**src/rtl/mem_port_arbiter.sv**
```systemverilog
// -----------------------------------------------------------------------------
// mem_port_arbiter
//
// Purpose:
//   Shares one single-port, fixed-latency memory between the instruction fetch
//   (IF) port and the data memory (DM) port of a pipelined MIPS core. Each
//   access goes IDLE -> ACCESS -> RESP. The captured read data is returned
//   with a 1-cycle ready pulse. Combinational stall outputs freeze the
//   requesting pipeline stage.
//
// Handshake (both ports):
//   The requester raises *_req with its address, write enable and write data
//   stable, and holds them until it sees *_ready = 1 for one cycle. *_rdata is
//   valid in that cycle and is held until the next load on the same port. A
//   request still high in the cycle after the ready pulse counts as a new
//   request. Nothing is taken from the port that does not own the memory
//   until the FSM is back in IDLE.
//
// Ports:
//   clk, reset           rising-edge clock, synchronous active-high reset
//   if_req/if_addr       fetch request and address
//   if_rdata/if_ready    fetched instruction and completion pulse
//   dm_req/dm_we         data request, 1 = store, 0 = load
//   dm_addr/dm_wdata     data address and store data
//   dm_rdata/dm_ready    load data and completion pulse
//   stall_if/stall_dm    req & ~ready for each port
//   mem_en/mem_we        memory command strobe (1 cycle) and write enable
//   mem_addr/mem_wdata   registered memory address and write data
//   mem_rdata            memory read data, valid LATENCY cycles after mem_en
//   dbg_state            current FSM state (0 IDLE, 1 ACCESS, 2 RESP)
//
// Configuration:
//   FAIR_ARB_EN  when defined, IF is granted after STARVE_LIMIT consecutive
//                DM grants made while IF was waiting. When undefined, DM
//                always has priority and no streak counter is built.
// -----------------------------------------------------------------------------
module mem_port_arbiter #(
    parameter int ADDR_W       = 32,
    parameter int DATA_W       = 32,
    parameter int LATENCY      = 1,
    parameter int STARVE_LIMIT = 2
) (
    input  logic              clk,
    input  logic              reset,
    input  logic              if_req,
    input  logic [ADDR_W-1:0] if_addr,
    output logic [DATA_W-1:0] if_rdata,
    output logic              if_ready,
    input  logic              dm_req,
    input  logic              dm_we,
    input  logic [ADDR_W-1:0] dm_addr,
    input  logic [DATA_W-1:0] dm_wdata,
    output logic [DATA_W-1:0] dm_rdata,
    output logic              dm_ready,
    output logic              stall_if,
    output logic              stall_dm,
    output logic              mem_en,
    output logic              mem_we,
    output logic [ADDR_W-1:0] mem_addr,
    output logic [DATA_W-1:0] mem_wdata,
    input  logic [DATA_W-1:0] mem_rdata,
    output logic [1:0]        dbg_state
);

    localparam logic [1:0] ST_IDLE   = 2'd0;
    localparam logic [1:0] ST_ACCESS = 2'd1;
    localparam logic [1:0] ST_RESP   = 2'd2;

    localparam logic [3:0] LAT_CNT = 4'(LATENCY);

    // Parameter legality checked at elaboration time.
    if (LATENCY < 0 || LATENCY > 15) begin : g_bad_latency
        $error("mem_port_arbiter: LATENCY must be in 0..15");
    end
    if (STARVE_LIMIT < 0 || STARVE_LIMIT > 255) begin : g_bad_starve
        $error("mem_port_arbiter: STARVE_LIMIT must be in 0..255");
    end

    logic [1:0]        r_state;
    logic [3:0]        r_cnt;
    logic              r_owner_dm;
    logic              r_is_store;
    logic              r_mem_en;
    logic              r_mem_we;
    logic [ADDR_W-1:0] r_mem_addr;
    logic [DATA_W-1:0] r_mem_wdata;
    logic [DATA_W-1:0] r_if_rdata;
    logic [DATA_W-1:0] r_dm_rdata;
    logic              r_if_ready;
    logic              r_dm_ready;

    logic              w_idle;
    logic              w_grant_dm;
    logic              w_grant_if;

    assign w_idle = (r_state == ST_IDLE);

`ifdef FAIR_ARB_EN
    localparam logic [7:0] STREAK_MAX = 8'(STARVE_LIMIT);

    logic [7:0] r_streak;
    logic       w_force_if;

    // IF overrides DM priority once DM has won STARVE_LIMIT times in a row
    // while IF was waiting.
    assign w_force_if = if_req & (r_streak >= STREAK_MAX);
    assign w_grant_dm = w_idle & dm_req & ~w_force_if;
    assign w_grant_if = w_idle & if_req & (~dm_req | w_force_if);

    always_ff @(posedge clk) begin
        if (reset) begin
            r_streak <= '0;
        end else if (!if_req || w_grant_if) begin
            r_streak <= '0;
        end else if (w_grant_dm && r_streak != 8'hFF) begin
            r_streak <= r_streak + 8'd1;
        end
    end
`else
    // DM is the older instruction in the pipeline, so it always wins.
    assign w_grant_dm = w_idle & dm_req;
    assign w_grant_if = w_idle & if_req & ~dm_req;
`endif

    always_ff @(posedge clk) begin
        if (reset) begin
            r_state     <= ST_IDLE;
            r_cnt       <= '0;
            r_owner_dm  <= 1'b0;
            r_is_store  <= 1'b0;
            r_mem_en    <= 1'b0;
            r_mem_we    <= 1'b0;
            r_mem_addr  <= '0;
            r_mem_wdata <= '0;
            r_if_rdata  <= '0;
            r_dm_rdata  <= '0;
            r_if_ready  <= 1'b0;
            r_dm_ready  <= 1'b0;
        end else begin
            r_if_ready <= 1'b0;
            r_dm_ready <= 1'b0;
            case (r_state)
                ST_IDLE: begin
                    if (w_grant_dm || w_grant_if) begin
                        r_owner_dm <= w_grant_dm;
                        r_is_store <= w_grant_dm & dm_we;
                        r_mem_en   <= 1'b1;
                        r_mem_we   <= w_grant_dm & dm_we;
                        r_mem_addr <= w_grant_dm ? dm_addr : if_addr;
                        // Fetches never write, so the last store data is kept.
                        if (w_grant_dm) begin
                            r_mem_wdata <= dm_wdata;
                        end
                        r_cnt   <= LAT_CNT;
                        r_state <= ST_ACCESS;
                    end
                end
                ST_ACCESS: begin
                    // The command is only presented in the first ACCESS cycle.
                    r_mem_en <= 1'b0;
                    r_mem_we <= 1'b0;
                    if (r_cnt == 4'd0) begin
                        if (!r_owner_dm) begin
                            r_if_rdata <= mem_rdata;
                            r_if_ready <= 1'b1;
                        end else begin
                            // A store leaves the previous load data in place.
                            if (!r_is_store) begin
                                r_dm_rdata <= mem_rdata;
                            end
                            r_dm_ready <= 1'b1;
                        end
                        r_state <= ST_RESP;
                    end else begin
                        r_cnt <= r_cnt - 4'd1;
                    end
                end
                ST_RESP: begin
                    r_state <= ST_IDLE;
                end
                default: begin
                    r_state <= ST_IDLE;
                end
            endcase
        end
    end

    assign if_rdata  = r_if_rdata;
    assign if_ready  = r_if_ready;
    assign dm_rdata  = r_dm_rdata;
    assign dm_ready  = r_dm_ready;
    assign stall_if  = if_req & ~r_if_ready;
    assign stall_dm  = dm_req & ~r_dm_ready;
    assign mem_en    = r_mem_en;
    assign mem_we    = r_mem_we;
    assign mem_addr  = r_mem_addr;
    assign mem_wdata = r_mem_wdata;
    assign dbg_state = r_state;

endmodule

```
**config.mk**
```make
export PLATFORM = sky130hd
export DESIGN_NAME = mem_port_arbiter
export DESIGN_NICKNAME = d
export VERILOG_FILES = /design/src/rtl/mem_port_arbiter.sv
export SDC_FILE = /design/constraint.sdc
export NUM_CORES = 1
export LEC_CHECK = 0
export CAP_MARGIN = 25
export CORE_ASPECT_RATIO = 0.5
export CORE_UTILIZATION = 45
export CTS_CLUSTER_DIAMETER = 150
export DETAILED_ROUTE_END_ITERATION = 7
export PLACE_DENSITY = 0.92
export SYNTH_ARGS = -nofsm -noshare
export SYNTH_HDL_FRONTEND = slang
export SYNTH_SLANG_ARGS = --single-unit
export TNS_END_PERCENT = 50
```
**constraint.sdc**
```tcl
create_clock -name clk -period 2.5 [get_ports clk]
set_input_delay 0.5 -clock clk [delete_from_list [all_inputs] [get_ports clk]]
set_output_delay 0.5 -clock clk [all_outputs]
set_load 0.02 [all_outputs]
```
==> results.py <==
metrics = {
    "global_routing": {
        "first_global_vias": 5067,
        "antenna_found_initial": 0,
        "grt_pass1_wl_um": 24610,
        "grt_max_degree": 65,
        "gr-usage-all-layers_pct": 23.60,
        "grt-ovfl-total": 0,
    },
    "placement": {
        "port_buffers": 268,
        "place_congestion": 0.7917,
        "place_area_um2": 8592,
        "dpl.hpwl_um": 11650,
    },
    "die": {
        "num_rows": 28,
        "die_h_um": 82.45,
        "start_util_pct": 47.77,
        "dieArea_um2": 13430,
        "pin_count": 269,
        "die_w_um": 162.9,
        "core-area_um2": 12190,
    },
    "cells_and_area": {
        "final_cell_mix": "clkdlybuf4s50_1, dfxtp_1, mux2i_1, nand2b_1, a21oi_1",
        "drive_gt1_share_pct": 5.938,
        "syn_to_final_growth_pct": 57.08,
        "final_common_cell": "clkdlybuf4s50_1",
        "final_cell_area_um2": 9149,
        "n_antenna_cell": 0,
        "nets": 965,
    },
    "synthesis": {
        "ys_types": 32,
        "ys_warn_count": 0,
        "synth-seq-cells": 140,
        "syn_nets": 713,
        "synth_cells": 578,
        "netlist_area_um2": 5824,
        "postSynthAreaPerCell_um2": 10.08,
        "ys_seq_area_share_pct": 48.12,
    },
    "worst_setup_path": {
        "worstPathCellList": "clkdlybuf4s50_1, nor2b_1, clkdlybuf4s50_1",
        "cpPeakStageDelay_ns": 0.61,
        "cp_common_cell": "clkdlybuf4s50_1",
        "crit_path_start": "if_req",
        "worst_setup_path_end_kind": "output port",
        "cp_max_fo": 3,
        "crit_required_ns": 2.00,
        "r2r-start": "dbg_state[0]",
        "critPathArrivalTime_ns": 1.80,
        "slowest_stage": "clkdlybuf4s50_1",
        "critical_path_class": "primary input to output port",
        "critPathLaunchType": "primary input",
    },
    "routing": {
        "drt-initial-drc-count": 306,
        "num_vias": 5081,
        "drt_pass1_iterations": 5,
        "final_antenna_net_count": 0,
        "drc": 0,
        "routed_wl_um": 16270,
        "vias_per_cell": 5.046,
        "wl_per_cell_um": 16.15,
    },
    "worst_hold_path": {
        "hold_path.class": "register to register",
        "hp-start": "if_rdata[6]",
    },
    "clock_network": {
        "cts.repair.resized": 0,
        "clkSlewWorstSetupHoldPaths_ns": 0.05,
        "cts-root-buf": "clkbuf_16",
        "cts_buffer_depth": 2,
        "cts_buffers": 17,
        "clk_latency_ns": 0.40,
        "postCtsHoldBufs": 0,
        "post_cts_buffers": 0,
        "htreeDepth": 4,
        "tritoncts": "done",
        "clock_sinks": 140,
    },
    "sta": {
        "slew_headroom_pct": 43.18,
        "fin_skew_ns": 0.008557,
        "rsz0062_at_grt": "false",
        "hold_viol": 0,
        "finalCritPeriodShare_pct": 92.07,
        "setup_viol": 0,
        "tightest_slew_ns": 0.8491,
        "clock.fmax_mhz": 434.4,
        "slew_viol_final": 0,
        "finalSetupTns_ns": 0,
        "period_needed_ns": 2.302,
    },
    "pwr": {
        "leakage_nw": 3.647,
        "p_int_mw": 4.600,
        "switchingPower_mw": 1.726,
        "power.density_nw_per_um2": 691.5,
        "combPwrFrac_pct": 22.6,
        "swShare_pct": 27.28,
        "ir_drop_uv": 488.2,
        "pwr-share-clk_pct": 37.6,
        "p_seq_share_pct": 39.8,
    },
    "flow_run": {
        "drv_cap": 0,
    },
    "run_status": {
        "run_status": "finished clean",
    },
}
[synthesized netlist by cell type (all sizes together)]
cell type | count | area share (%)
nand4b | 1 | 0.15
or3 | 2 | 0.21
inv | 3 | 0.19
clkbuf | 24 | 1.5
a31o | 1 | 0.15
a21oi | 40 | 3.4
buf | 22 | 2.6
or3b | 1 | 0.19
nand2b | 97 | 10
or4 | 2 | 0.26
or2 | 2 | 0.21
nor2 | 36 | 2.3
a31oi | 1 | 0.11
dfxtp | 140 | 48
ha | 2 | 0.43
nand3b | 11 | 1.4
a21o | 12 | 1.5
a211oi | 21 | 2.7
o221ai | 1 | 0.15
o21ai | 16 | 1.4
nor2b | 3 | 0.32
mux2i | 117 | 20
nor3 | 3 | 0.45
nor3b | 3 | 0.47
nand2 | 17 | 1.1
[state kept, by name, summed over array words and instances, names as in the netlist]
register    cells
dm_rdata       32
if_rdata       32
mem_addr       32
mem_wdata      32
r_cnt           4
dbg_state       2
dm_ready        1
if_ready        1
mem_en          1
mem_we          1
r_is_store      1
r_owner_dm      1
[final timing paths]
kind / depth (start not counted) / slack, ns / to
min: 2 / 0.47 / if_rdata[6]
min reg2reg: 2 / 0.47 / if_rdata[6]
max reg2reg: 4 / 0.60 / mem_addr[8]
max: 3 / 0.20 / stall_if
[stage by stage]
stage / cells / utilization (%) / hold slack (ns) / worst slack, ns / total power, mW
CTS: 1007 / 75.04 / 0.4727 / 0.2085 / 6.363
floorplan: 578 / - / 0.4484 / 0.6638 / 3.311
global placement: 976 / 70.47 / 0.4590 / 0.2251 / 3.943
detailed placement: 976 / 70.47 / 0.4628 / 0.1574 / 3.988
finish: 1007 / 75.04 / 0.4696 / 0.1982 / 6.326
global route: 1007 / 75.04 / 0.4898 / 0.1934 / 6.571
[power groups by stage]
stage | combinational (mW) | sequential, mW | clock [mW]
floorplan | 0.555 | 2.76 | 0
global placement | 1.39 | 2.55 | 0
detailed placement | 1.43 | 2.56 | 0
CTS | 1.44 | 2.52 | 2.41
global route | 1.51 | 2.54 | 2.52
finish | 1.43 | 2.52 | 2.38
[layer usage]
metal | vias up | track usage, % | wire, um
li1 | 2489 | - | -
met2 | 132 | 44.89 | 8664
met1 | 2434 | 25.62 | 6645
met4 | 0 | 10.19 | 312
met5 | - | 0 | 0
met3 | 26 | 5.644 | 646
[cell families (layout without fill, tap and decap cells)]
group / Yosys count / count (layout) / synth area share, %
flip-flops: 140 / 140 / 48.12
multiplexers: 117 / 117 / 20.11
buffers and inverters: 49 / 313 / 4.296
adder cells (fa/ha/maj): 2 / 2 / 0.4296
AND/OR/NAND/NOR: 178 / 178 / 17.57
AO/OA/AOI/OAI: 92 / 92 / 9.474
[layout make-up]
cell class              instances  area, um^2
multi-input cells             389        2776
repair buffers                279        2795
inverters                       3       11.26
flip-flops and latches        140        2803
well taps                     165       206.4
fillers                       830        3043
clock buffers                  18       429.2
clock inverters                13       127.6
[critical path, delay by kind of cell]
family | cells | cell delay (ns)
buf+inv | 2 | 1.14
simple gates | 1 | 0.16
Note: power is estimated with default switching activity, not from simulation.
==> patch (same flow settings) <==
The parameter `DATA_W` goes from 32 to 64.
--- a/src/rtl/mem_port_arbiter.sv
+++ b/src/rtl/mem_port_arbiter.sv
@@ -36,7 +36,7 @@
 // -----------------------------------------------------------------------------
 module mem_port_arbiter #(
     parameter int ADDR_W       = 32,
-    parameter int DATA_W       = 32,
+    parameter int DATA_W       = 64,
     parameter int LATENCY      = 1,
     parameter int STARVE_LIMIT = 2
 ) (
Interface: changed (5 resized); port bits go from 269 to 429. No check against the original RTL was run, so the function may have changed too.
==> patch against the unedited design <==
Cell area increased by 63%. Sequential cell count increased by 96. Count of clock-buffer cells in the layout increased by 11. Combinational power increased by 51%. Total power increased by 57%. Synthesized cell count increased by 72%. Critical path depth increased by 3. Routed wire length increased by 74%. Global-route usage increased by 0.94 points. Critical endpoint is now dm_rdata[59]. Synthesized area increased by 67%. Worst setup slack improved by 0.033 ns. Cell count increased by 68%. Maximum frequency increased by 1.4%. Highest routed layer unchanged. Non-clock buffer count increased by 170.
==> patch: results <==
export IMPL_synth_nets=1193
export IMPL_drt_pass1_iterations=7
export IMPL_dp_hpwl_mm=20.7
export IMPL_grt_pass1_wl_mm=43.8
export IMPL_power_density_mw_per_mm2=665
export IMPL_gr_usage_met3_pct=5.41
export IMPL_grt_usage_pct=24.5
export IMPL_synth_commonest_cells="dfxtp_1, mux2i_1, nand2_1"
export IMPL_wl_met3_mm=1.44
export IMPL_reg2reg_from="r_cnt[0]"
export IMPL_rr_worst_depth=6
export IMPL_use_met2_pct=44.6
export IMPL_r2r_end="dm_rdata[59]"
export IMPL_leakagePower_nw=5.85
export IMPL_fillCellCount=1472
export IMPL_finalClockSkew_ns=0.00981
export IMPL_status="finished, final reports clean"
export IMPL_synthDistinctLibCells=35
export IMPL_synth_mux_area_share_pct=15.3
export IMPL_gp_congestion=0.853
export IMPL_grt_use_met1_pct=26.9
export IMPL_clkSlewWorstSetupHoldPaths_ns=0.07
export IMPL_dp_cells=1657
export IMPL_worstHoldStart="mem_wdata[35]"
export IMPL_port_buffers=428
export IMPL_numCtsBuffers=22
export IMPL_pre_cts_slack_ns=0.110
export IMPL_dr_wl_met2_mm=14.5
export IMPL_grt_pass1_vias=8622
export IMPL_postRouteWirelength_mm=28.4
[patch: cell type report]
type	count	share of cell area, %
timing repair buffer	449	30.4
clock buffer	29	4.07
tap	292	2.45
sequential	236	31.6
multi-input combinational	677	30.3
inverter	3	0.0754
clock inverter	10	1.07
[patch: where the power goes]
part	leakage, nW	internal, mW	switching [mW]	total [mW]
Combinational	3.56	1.10	1.06	2.16
Sequential	1.93	4.03	0.158	4.19
Clock	0.374	2.14	1.44	3.58
Total	5.85	7.27	2.66	9.93
[patch: worst max-delay path by stage]
stage | startpoint | endpoint | slack, ns | cells after the start
after floorplan | dm_req | stall_dm | 0.73 | 3
after global placement | if_req | mem_addr[15] | 0.19 | 5
after detailed placement | if_req | mem_addr[10] | 0.11 | 5
after global routing | r_cnt[0] | dm_rdata[59] | 0.16 | 6
after CTS | if_req | stall_if | 0.22 | 3
final | r_cnt[0] | dm_rdata[59] | 0.23 | 6
